==> src/rtl/pulse_stretcher.sv <==
// pulse_stretcher: turns single-cycle trigger pulses into a high level of programmable width,
// followed by a programmable minimum low gap before the next pulse can start.
//
// Ports:
//   clk     - system clock, all state updates on the rising edge
//   rst     - synchronous active-high reset
//   in      - trigger request, sampled every rising edge
//   len     - high time in cycles (0 behaves as 1), sampled on trigger/retrigger edges
//   gap     - extra low time in cycles after each pulse, sampled when the pulse ends
//   retrig  - 1: a trigger while high restarts the high time; 0: it is dropped
//   out     - registered stretched pulse
//   busy    - high whenever the stretcher is not idle
//   overrun - one-cycle flag, a trigger was dropped at the previous edge
//   drops   - saturating count of dropped triggers since reset
module pulse_stretcher #(
    parameter int unsigned CW     = 8,
    parameter int unsigned DROP_W = 8
) (
    input  logic              clk,
    input  logic              rst,
    input  logic              in,
    input  logic [CW-1:0]     len,
    input  logic [CW-1:0]     gap,
    input  logic              retrig,
    output logic              out,
    output logic              busy,
    output logic              overrun,
    output logic [DROP_W-1:0] drops
);

    typedef enum logic [1:0] {StIdle, StHigh, StGap} state_e;

    state_e              state_q, state_d;
    logic [CW-1:0]       cnt_q, cnt_d;
    logic [CW-1:0]       gcnt_q, gcnt_d;
    logic                out_q, out_d;
    logic                busy_q, busy_d;
    logic                overrun_q, overrun_d;
    logic [DROP_W-1:0]   drops_q, drops_d;

    logic                drop;
    logic [CW-1:0]       len_eff;
    logic [CW-1:0]       len_load;

    // A zero length still produces a one-cycle pulse.
    assign len_eff  = (len == '0) ? CW'(1) : len;
    assign len_load = len_eff - CW'(1);

    always_comb begin
        state_d = state_q;
        cnt_d   = cnt_q;
        gcnt_d  = gcnt_q;
        out_d   = out_q;
        drop    = 1'b0;

        unique case (state_q)
            StIdle: begin
                out_d = 1'b0;
                if (in) begin
                    state_d = StHigh;
                    cnt_d   = len_load;
                    out_d   = 1'b1;
                end
            end
            StHigh: begin
                out_d = 1'b1;
                // An accepted retrigger wins over expiry, even on the last high cycle.
                if (in && retrig) begin
                    cnt_d = len_load;
                end else begin
                    drop = in;
                    if (cnt_q == '0) begin
                        out_d = 1'b0;
                        if (gap != '0) begin
                            state_d = StGap;
                            gcnt_d  = gap - CW'(1);
                        end else begin
                            state_d = StIdle;
                        end
                    end else begin
                        cnt_d = cnt_q - CW'(1);
                    end
                end
            end
            StGap: begin
                out_d = 1'b0;
                drop  = in;
                if (gcnt_q == '0) begin
                    state_d = StIdle;
                end else begin
                    gcnt_d = gcnt_q - CW'(1);
                end
            end
            default: begin
                state_d = StIdle;
                out_d   = 1'b0;
            end
        endcase
    end

    assign overrun_d = drop;
    assign drops_d   = (drop && (drops_q != {DROP_W{1'b1}})) ? drops_q + DROP_W'(1) : drops_q;
    assign busy_d    = (state_d != StIdle);

    always_ff @(posedge clk) begin
        if (rst) begin
            state_q   <= StIdle;
            cnt_q     <= '0;
            gcnt_q    <= '0;
            out_q     <= 1'b0;
            busy_q    <= 1'b0;
            overrun_q <= 1'b0;
            drops_q   <= '0;
        end else begin
            state_q   <= state_d;
            cnt_q     <= cnt_d;
            gcnt_q    <= gcnt_d;
            out_q     <= out_d;
            busy_q    <= busy_d;
            overrun_q <= overrun_d;
            drops_q   <= drops_d;
        end
    end

    assign out     = out_q;
    assign busy    = busy_q;
    assign overrun = overrun_q;
    assign drops   = drops_q;

endmodule

==> config.mk <==
export PLATFORM = sky130hd
export DESIGN_NAME = pulse_stretcher
export DESIGN_NICKNAME = d
export VERILOG_FILES = /design/src/rtl/pulse_stretcher.sv
export SDC_FILE = /design/constraint.sdc
export NUM_CORES = 1
export LEC_CHECK = 0
export ABC_AREA = 1
export BUFFER_PORTS_ARGS = -buffer_cell sky130_fd_sc_hd__buf_2
export CORE_MARGIN = 2
export CORE_UTILIZATION = 51
export DETAILED_ROUTE_END_ITERATION = 12
export PLACE_DENSITY_LB_ADDON = 0.2
export SYNTH_ARGS = -nofsm -noshare
export SYNTH_HDL_FRONTEND = slang
export SYNTH_SLANG_ARGS = --single-unit
==> constraint.sdc <==
create_clock -name clk -period 1.8 [get_ports clk]
set_input_delay 0.09 -clock clk [delete_from_list [all_inputs] [get_ports clk]]
set_output_delay 0.09 -clock clk [all_outputs]
set_load 0.005 [all_outputs]
==> flow_summary.yaml, run 1 <==
clock_tree:
  clockBufferDepth: 2
  clk_pin_slew_ns: 0.06
  clock-sinks: 29
  cts-root-buf: "clkbuf_8"
  cts_tree: "yes"
  cts_hold_repair.buffers: 0
  worstSkewPairLatency_ns: 0.28
  numCtsBuffers: 5
  h-tree-depth: 2
place:
  post-dp-hpwl_um: 3370
  dp_cells: 398
  gp_congestion: 0.886
  post_dp_cell_area_um2: 2190
  io_buffers: 30
synthesis:
  syn_area_per_cell_um2: 6.18
  ys.warnings.count: 0
  synthesis.nets: 345
  synth_top_area_share_pct: 29.6
  ys_ff_latch: 29
  synth_area_um2: 1960
  synth_area_leaders: "dfxtp_1 30%, nand2_1 13%, nor2_1 9.8%"
  synthCells: 317
  synthDistinctLibCells: 27
  synth-seq-area-share_pct: 29.6
  synth_area_leader_cell: "dfxtp_1"
sta:
  holdWs_ns: 0.124
  rsz0062_at_grt: "true"
  min_period_ns: 1.69
  slew_headroom_pct: 66.6
  setup_viol: 0
  slew_viol_final: 0
  period_share_pct: 93.6
  final-hold-violation-count: 0
  tightest_slew_ns: 0.500
  skew_ns: 0.00705
  clock.fmax_mhz: 593
  setup_tns_ns: 0
detailed_routing:
  dr_wl_met3_um: 152
  viasPerCell: 5.05
  routed-wl-met2_um: 2090
  first_pass_iters: 4
  drt_iter0_drc: 100
  drt-total-wl_um: 4410
  drcViolationCount: 0
  top_layer: "met4"
  ant_nets: 0
  num_vias: 2052
  avgRoutedWirePerCell_um: 10.9
  drt-met1-wl_um: 2080
final_layout:
  diodes: 0
  final-seq-area_um2: 582
  nets: 385
  fill_cells: 351
  final_area_um2: 2380
  drive_above_1_share_pct: 19.3
  multi_input_area_um2: 1200
  syn2layout_area_growth_pct: 21.5
  final_cell_count_no_fill: 406
floorplanning:
  die-area_um2: 4350
  start_util_pct: 53.1
  core.rowCount: 22
  coreArea_um2: 3690
  die_x_um: 66.0
  ios: 31
  dieHeight_um: 66.0
hold_path:
  hold_path.class: "in -> reg"
  min_from: "in"
critical_path:
  crit_chain: "inv_1 > ha_4 > o21ai_1 > ha_2 > nand2_1 > nor2_4 > nand4_1 > a21oi_1 > nor2_1"
  cp_num_buf_inv: 1
  crit_start: "state_q[0]$_SDFF_PP0_"
  crit_type: "reg -> reg"
  cp.required_ns: 1.97
  start_kind: "register"
  cpMaxStageDelayCell: "dfxtp_1"
  slowest_delay_ns: 0.33
  critical_path.top_delay_family: "adder cells"
  worstSetupEndpointType: "register"
  cp_max_fo: 11
  reg2reg_from: "state_q[0]$_SDFF_PP0_"
  arrival_ns: 1.86
  regToRegSetupSlack_ns: 0.11
power:
  p_total_mw: 2.27
  powerDensity_nw_per_um2: 956
  power.leakage_nw: 1.18
  max-vdd-ir-drop_mv: 0.591
global_route:
  grt_max_degree: 18
  grt_pass1_vias: 1865
  grt_pass1_wl_um: 7570
  grt_overflow: 0
  grt_usage_pct: 22.1
  antenna_found_initial: 0
run_status:
  outcome: "completed"
job:
  cap_violations: 0
==> cell type report <==
class | count | area share (%)
multi-input combinational | 234 | 50.5
clock inverter | 3 | 2.73
clock buffer | 5 | 2.89
tap | 48 | 2.52
sequential | 29 | 24.4
inverter | 48 | 7.73
timing repair buffer | 39 | 9.15
==> worst paths after layout <==
| check | end | cells after the start |
|---|---|---|
| min reg2reg | gcnt_q[3]$_SDFFE_PP0P_ | 2 |
| min | out$_SDFF_PP0_ | 3 |
| max | gcnt_q[6]$_SDFFE_PP0P_ | 9 |
| max reg2reg | gcnt_q[6]$_SDFFE_PP0P_ | 9 |
==> flip-flops by register name (all words and copies together) (netlist names) <==
name,cells
state_q,2
cnt_q,8
busy,1
overrun,1
gcnt_q,8
drops,8
out,1
==> worst reg2reg max path: stages (launching register included) <==
cell,delay (ns)
dfxtp_1,0.33
inv_1,0.08
ha_4,0.20
o21ai_1,0.22
ha_2,0.24
nand2_1,0.10
nor2_4,0.12
nand4_1,0.09
a21oi_1,0.16
nor2_1,0.05
==> layer usage <==
layer,track usage (%),up-vias
met5,0,-
met4,7.91,0
met3,4.60,8
met2,39.4,36
met1,26.0,909
li1,-,1099
==> cells in the final DEF (no fill, tap or decap), drive strengths merged <==
cell,instances
nand2,72
nor2,55
inv,47
buf,39
o21ai,30
dfxtp,29
nand3,27
a21oi,18
nand4,10
ha,8
xor2,5
clkbuf,5
bufinv,2
nor3,2
clkinvlp,1
or2,1
a31oi,1
o31ai,1
mux2i,1
o21a,1
o21bai,1
xnor2,1
clkinv,1
==> cells by family (layout without fill, tap and decap cells) <==
kind of cell	after synthesis	in the layout	synth area share, %
flops	29	29	29.6
mux	1	1	0.511
xor+xnor	6	6	2.68
simple gates	167	167	36.8
fa+ha+maj	8	8	5.11
compound gates	52	52	13.7
buf+inv	54	95	11.6
==> power by group <==
| group | switching (mW) | internal (mW) | leakage [nW] | total, mW |
|---|---|---|---|---|
| combinational | 0.427 | 0.261 | 0.875 | 0.689 |
| clock | 0.257 | 0.550 | 0.0681 | 0.806 |
| sequential | 0.0521 | 0.727 | 0.238 | 0.779 |
==> through the flow <==
step / utilization [%] / setup slack (ns)
after detailed placement: 59.4 / -0.0335
after CTS: 63.1 / 0.0367
after global placement: 59.4 / 0.0470
final: 64.5 / 0.114
after floorplan: - / 0.0115
after global routing: 64.5 / -0.0444
==> synth_stat cells, drive strengths merged <==
cell	instances
xor2	5
a31oi	1
ha	8
o21bai	1
nor3	2
nand4	10
mux2i	1
dfxtp	29
nor2	55
o21ai	30
xnor2	1
buf	5
o21a	1
clkbuf	1
a21oi	18
inv	48
nand2	72
or2	1
nand3	27
o31ai	1
==> timing repair <==
item / 4_1_cts / 5_1_grt
buffers inserted: 0 / 0
endpoints found under the hold margin: 0 / 0
resized for setup: 1 / 14
endpoints found under the setup margin: 2 / 12
No activity file was read; power rests on OpenSTA's default activity.
==> inputs of run 2 (changes only) <==
- CORE_MARGIN: 2 -> unset
==> run 2 against run 1 <==
Against the previous run:
- non-clock buffer count rose by 2
- clock-buffer cell count increased by 1
- clock power down 37%
- via count up 0.83%
==> flow_summary.yaml, run 2 (synthesis gave the netlist of run 1 again) <==
critical_path:
  cp.required_ns: 1.97
  cp_num_buf_inv: 3
  start_kind: "register"
  arrival_ns: 1.85
  worstSetupEndpointType: "register"
  cp_max_fo: 10
  crit_type: "reg -> reg"
  slowest_delay_ns: 0.33
  critical_path.top_delay_family: "simple AND/OR/NAND/NOR gates"
  crit_chain: "inv_1 > ha_4 > buf_4 > nand2_1 > o21ai_1 > inv_1 > nand2_1 > nor2_2 > nand4_1 > a21oi_1 > nor2_1"
  cpMaxStageDelayCell: "dfxtp_1"
detailed_routing:
  num_vias: 2069
  drt-total-wl_um: 4180
  avgRoutedWirePerCell_um: 10.3
  drt_iter0_drc: 107
  viasPerCell: 5.07
  ant_nets: 0
  drcViolationCount: 0
  first_pass_iters: 5
floorplanning:
  die-area_um2: 4090
  core.rowCount: 22
  dieHeight_um: 64.0
  start_util_pct: 53.5
  coreArea_um2: 3660
  die_x_um: 64.0
  ios: 31
clock_tree:
  worstSkewPairLatency_ns: 0.27
  cts-root-buf: "clkbuf_8"
  cts_tree: "yes"
  clock-sinks: 29
  numCtsBuffers: 5
  cts_setup_buffers: 0
  clk_pin_slew_ns: 0.06
  clockBufferDepth: 2
  h-tree-depth: 2
final_layout:
  syn2layout_area_growth_pct: 18.9
  diodes: 0
  drive_above_1_share_pct: 18.9
  final_cell_mix: "66 x nand2_1, 50 x nor2_1, 46 x inv_1"
  final_cell_count_no_fill: 408
  mostFrequentLayoutCell: "nand2_1"
  nets: 387
sta:
  rsz0062_at_grt: "true"
  holdWs_ns: 0.115
  setup_tns_ns: 0
  slew_viol_final: 0
  slew_headroom_pct: 66.7
  min_period_ns: 1.68
  period_share_pct: 93.4
  setup_viol: 0
  skew_ns: 0.00484
  final-hold-violation-count: 0
  tightest_slew_ns: 0.498
  clock.fmax_mhz: 595
place:
  gp_congestion: 0.851
  dp_cells: 400
  io_buffers: 30
  post-dp-hpwl_um: 3280
hold_path:
  hold_path.class: "in -> reg"
global_route:
  grt_use_met3_pct: 4.29
  grt_usage_pct: 22.2
  top_usage_layer: "met2"
  use_met1_pct: 27.0
  gr-usage-met2_pct: 38.2
  grt_pass1_wl_um: 7300
  grt_pass1_vias: 1796
  antenna_found_initial: 0
  grt_overflow: 0
  grt_max_degree: 18
power:
  p_total_mw: 1.97
  max-vdd-ir-drop_mv: 0.656
  power.leakage_nw: 1.18
  powerDensity_nw_per_um2: 845
run_status:
  outcome: "completed"
job:
  cap_violations: 0
run 2: cell types whose count changed in the layout (fill, tap and decap cells not counted), sizes merged:
cell	before	now
bufinv	2	0
clkinvlp	1	0
buf	39	41
clkinv	1	2
clkbuf	5	6
inv	47	48
run 2: worst min-delay path, delay by kind of cell:
family,cells,cell delay [ns]
buffers and inverters,1,0.12
AO/OA/AOI/OAI,1,0.06
AND/OR/NAND/NOR,1,0.07
run 2: report_power, final:
group	internal [mW]	switching, mW
Combinational	0.264	0.420
Clock	0.267	0.237
Sequential	0.727	0.0521
run 2: final timing paths:
kind | start | depth (start not counted) | slack (ns) | endpoint
setup / recovery | state_q[0]$_SDFF_PP0_ | 11 | 0.12 | gcnt_q[6]$_SDFFE_PP0P_
hold / removal | in | 3 | 0.11 | out$_SDFF_PP0_
setup reg to reg | state_q[0]$_SDFF_PP0_ | 11 | 0.12 | gcnt_q[6]$_SDFFE_PP0P_
hold reg to reg | drops[6]$_SDFFE_PP0P_ | 2 | 0.49 | drops[6]$_SDFFE_PP0P_
run 2: repair_timing:
action / 4_1_cts / 5_1_grt
setup endpoints to repair: 0 / 9
resized for setup: 0 / 10
hold buffers: 0 / 0
run 2: cell type report:
type                       count  area (um^2)
timing repair buffer          41          233
clock buffer                   6         72.6
multi-input combinational    234         1190
clock inverter                 2         10.0
inverter                      48          180
tap                           48         60.1
sequential                    29          581
fill                         347         1330
run 2: layer usage:
| layer | part of all wire, % | vias to the layer above | wire length, um |
|---|---|---|---|
| met1 | 49 | 936 | 2040 |
| met4 | 1.1 | 0 | 48 |
| met5 | 0 | - | 0 |
| li1 | - | 1098 | - |
| met3 | 2.7 | 4 | 111 |
| met2 | 47 | 31 | 1980 |
run 2: per-stage QoR:
step	util (%)	area (um^2)	worst slack (ns)
floorplan	-	1960	0.0115
global placement	60.3	2210	0.0971
detailed placement	60.3	2210	0.0275
CTS	62.5	2290	0.0183
global route	63.6	2330	-0.0350
finish	63.6	2330	0.119
==> inputs of run 3 (changes only) <==
- CORE_UTILIZATION: 51 -> 53
- CTS_BUF_LIST: unset -> sky130_fd_sc_hd__clkbuf_4
- GPL_ROUTABILITY_DRIVEN: unset -> 0
==> run 3 against run 2 <==
Against the previous run:
- clock power increased by 7.3%
- clock-buffer cell count stayed put
- hold slack got worse by 0.054 ns
- sequential power is essentially flat
- critical path type unchanged
- highest routed layer unchanged
- sequential share of layout area grew 0.38 points
- die area is 3.7% lower
- non-clock buffer count down 1
- core utilization rose by 3.2 points
- critical path depth is 2 lower
- register-to-register slack improved by 0.03 ns
- routed wire length up 5.7%
- largest cell class unchanged
==> flow_summary.yaml, run 3 (synthesis gave the netlist of run 1 again) <==
run_status:
  outcome: "completed"
clock_tree:
  clock-sinks: 29
  cts-root-buf: "clkbuf_4"
  cts_hold_repair.buffers: 0
  clk_pin_slew_ns: 0.09
  cts_tree: "yes"
  clockBufferDepth: 2
  h-tree-depth: 2
  worstSkewPairLatency_ns: 0.33
  numCtsBuffers: 5
global_route:
  grt_pass1_wl_um: 7660
  grt_max_degree: 18
  antenna_found_initial: 0
  grt_pass1_vias: 1833
  grt_overflow: 0
  grt_usage_pct: 24.5
place:
  post-place-ws_ns: 0.00403
  io_buffers: 30
  post-dp-hpwl_um: 3330
sta:
  setup_viol: 0
  final-hold-violation-count: 0
  slew_viol_final: 0
  setup_tns_ns: 0
  clock.fmax_mhz: 606
  skew_ns: 0.00440
  slew_headroom_pct: 63.8
  period_share_pct: 91.7
  min_period_ns: 1.65
  tightest_slew_ns: 0.542
  worst_slack_ns: 0.149
  rsz0062_at_grt: "false"
power:
  pwr-share-comb_pct: 34.3
  intPower_mw: 1.29
  power.leakage_nw: 1.15
  netSwitchingFraction_pct: 35.9
  max-vdd-ir-drop_mv: 0.707
  p_clk_share_pct: 27.0
  powerDensity_nw_per_um2: 873
  p_switching_mw: 0.720
  seqPwrFrac_pct: 38.8
critical_path:
  arrival_ns: 1.92
  cp.required_ns: 2.07
  crit_type: "reg -> reg"
  start_kind: "register"
  reg2reg_from: "state_q[0]$_SDFF_PP0_"
  regToRegSetupSlack_ns: 0.15
  reg2reg_depth: 9
  cp_max_fo: 13
  worstSetupEndpointType: "register"
  r2r-end: "gcnt_q[2]$_SDFFE_PP0P_"
detailed_routing:
  drt-total-wl_um: 4420
  first_pass_iters: 5
  drt_iter0_drc: 118
  ant_nets: 0
  avgRoutedWirePerCell_um: 10.9
  drcViolationCount: 0
  num_vias: 2063
  viasPerCell: 5.09
floorplanning:
  coreArea_um2: 3440
  start_util_pct: 56.9
  core.rowCount: 21
  dieHeight_um: 62.8
  die-area_um2: 3940
  die_x_um: 62.8
  ios: 31
job:
  cap_violations: 0
final_layout:
  final_cell_mix: "66 x nand2_1, 50 x nor2_1, 44 x inv_1"
  syn2layout_area_growth_pct: 17.4
  mostFrequentLayoutCell: "nand2_1"
  fill_cells: 324
  diodes: 0
  nets: 386
  drive_above_1_share_pct: 18.9
hold_path:
  min_to: "out$_SDFF_PP0_"
  hold_depth: 3
  min_from: "in"
  hold_path.class: "in -> reg"
==> run 3: critical path, cell delays in order, from the launching register on <==
cell     delay (ns)
dfxtp_1        0.35
buf_4          0.12
ha_1           0.20
inv_1          0.09
or2_2          0.27
nand2_1        0.08
nand2_2        0.17
inv_2          0.14
nor2_1         0.06
nor2_1         0.11
==> run 3: per-stage QoR <==
step / total power [mW] / cells / util [%] / area (um^2) / hold WS, ns
floorplan: 1.28 / 317 / - / 1960 / 0.239
global placement: 1.44 / 397 / 63.8 / 2200 / 0.399
detailed placement: 1.46 / 397 / 63.8 / 2200 / 0.409
CTS: 2.01 / 405 / 66.2 / 2280 / 0.0425
global route: 2.16 / 405 / 66.8 / 2300 / 0.0726
finish: 2.01 / 405 / 66.8 / 2300 / 0.0611
==> run 3: per-layer routing <==
layer | part of all wire (%) | vias up | track usage, % | wire (um)
li1 | - | 1096 | - | -
met1 | 49 | 905 | 31.6 | 2180
met4 | 1.8 | 0 | 10.8 | 80
met5 | 0 | - | 0 | 0
met2 | 44 | 54 | 39.3 | 1960
met3 | 4.6 | 8 | 4.74 | 203
==> run 3: worst max-delay path by stage <==
stage,depth (start not counted),start,slack (ns),endpoint
6_report,9,state_q[0]$_SDFF_PP0_,0.15,gcnt_q[2]$_SDFFE_PP0P_
5_1_grt,11,state_q[0]$_SDFF_PP0_,0.006,gcnt_q[7]$_SDFFE_PP0P_
4_1_cts,12,state_q[0]$_SDFF_PP0_,0.06,gcnt_q[7]$_SDFFE_PP0P_
3_5_place_dp,12,state_q[0]$_SDFF_PP0_,0.004,gcnt_q[7]$_SDFFE_PP0P_
3_3_place_gp,12,state_q[0]$_SDFF_PP0_,0.07,gcnt_q[7]$_SDFFE_PP0P_
2_1_floorplan,10,state_q[0]$_SDFF_PP0_,0.01,gcnt_q[6]$_SDFFE_PP0P_
==> run 3: repair_timing <==
action / CTS / global route
setup endpoints to repair: 1 / 9
resized for setup: 1 / 8
buffers inserted: 0 / 0
cloned: 0 / 0
==> run 3: final cells by class <==
cell class	count	area, um^2	area share [%]
clock buffers	6	45.0	1.96
clock inverters	2	33.8	1.47
inverters	48	180	7.83
multi-input cells	234	1180	51.1
flip-flops and latches	29	582	25.3
well taps	46	57.6	2.50
repair buffers	40	225	9.79
==> run 3: power by group through the flow <==
| stage | Clock, mW | Combinational [mW] | Sequential [mW] |
|---|---|---|---|
| global route | 0.586 | 0.789 | 0.790 |
| finish | 0.541 | 0.689 | 0.778 |
| detailed placement | 0 | 0.669 | 0.790 |
| global placement | 0 | 0.655 | 0.788 |
| floorplan | 0 | 0.498 | 0.781 |
| CTS | 0.557 | 0.674 | 0.776 |
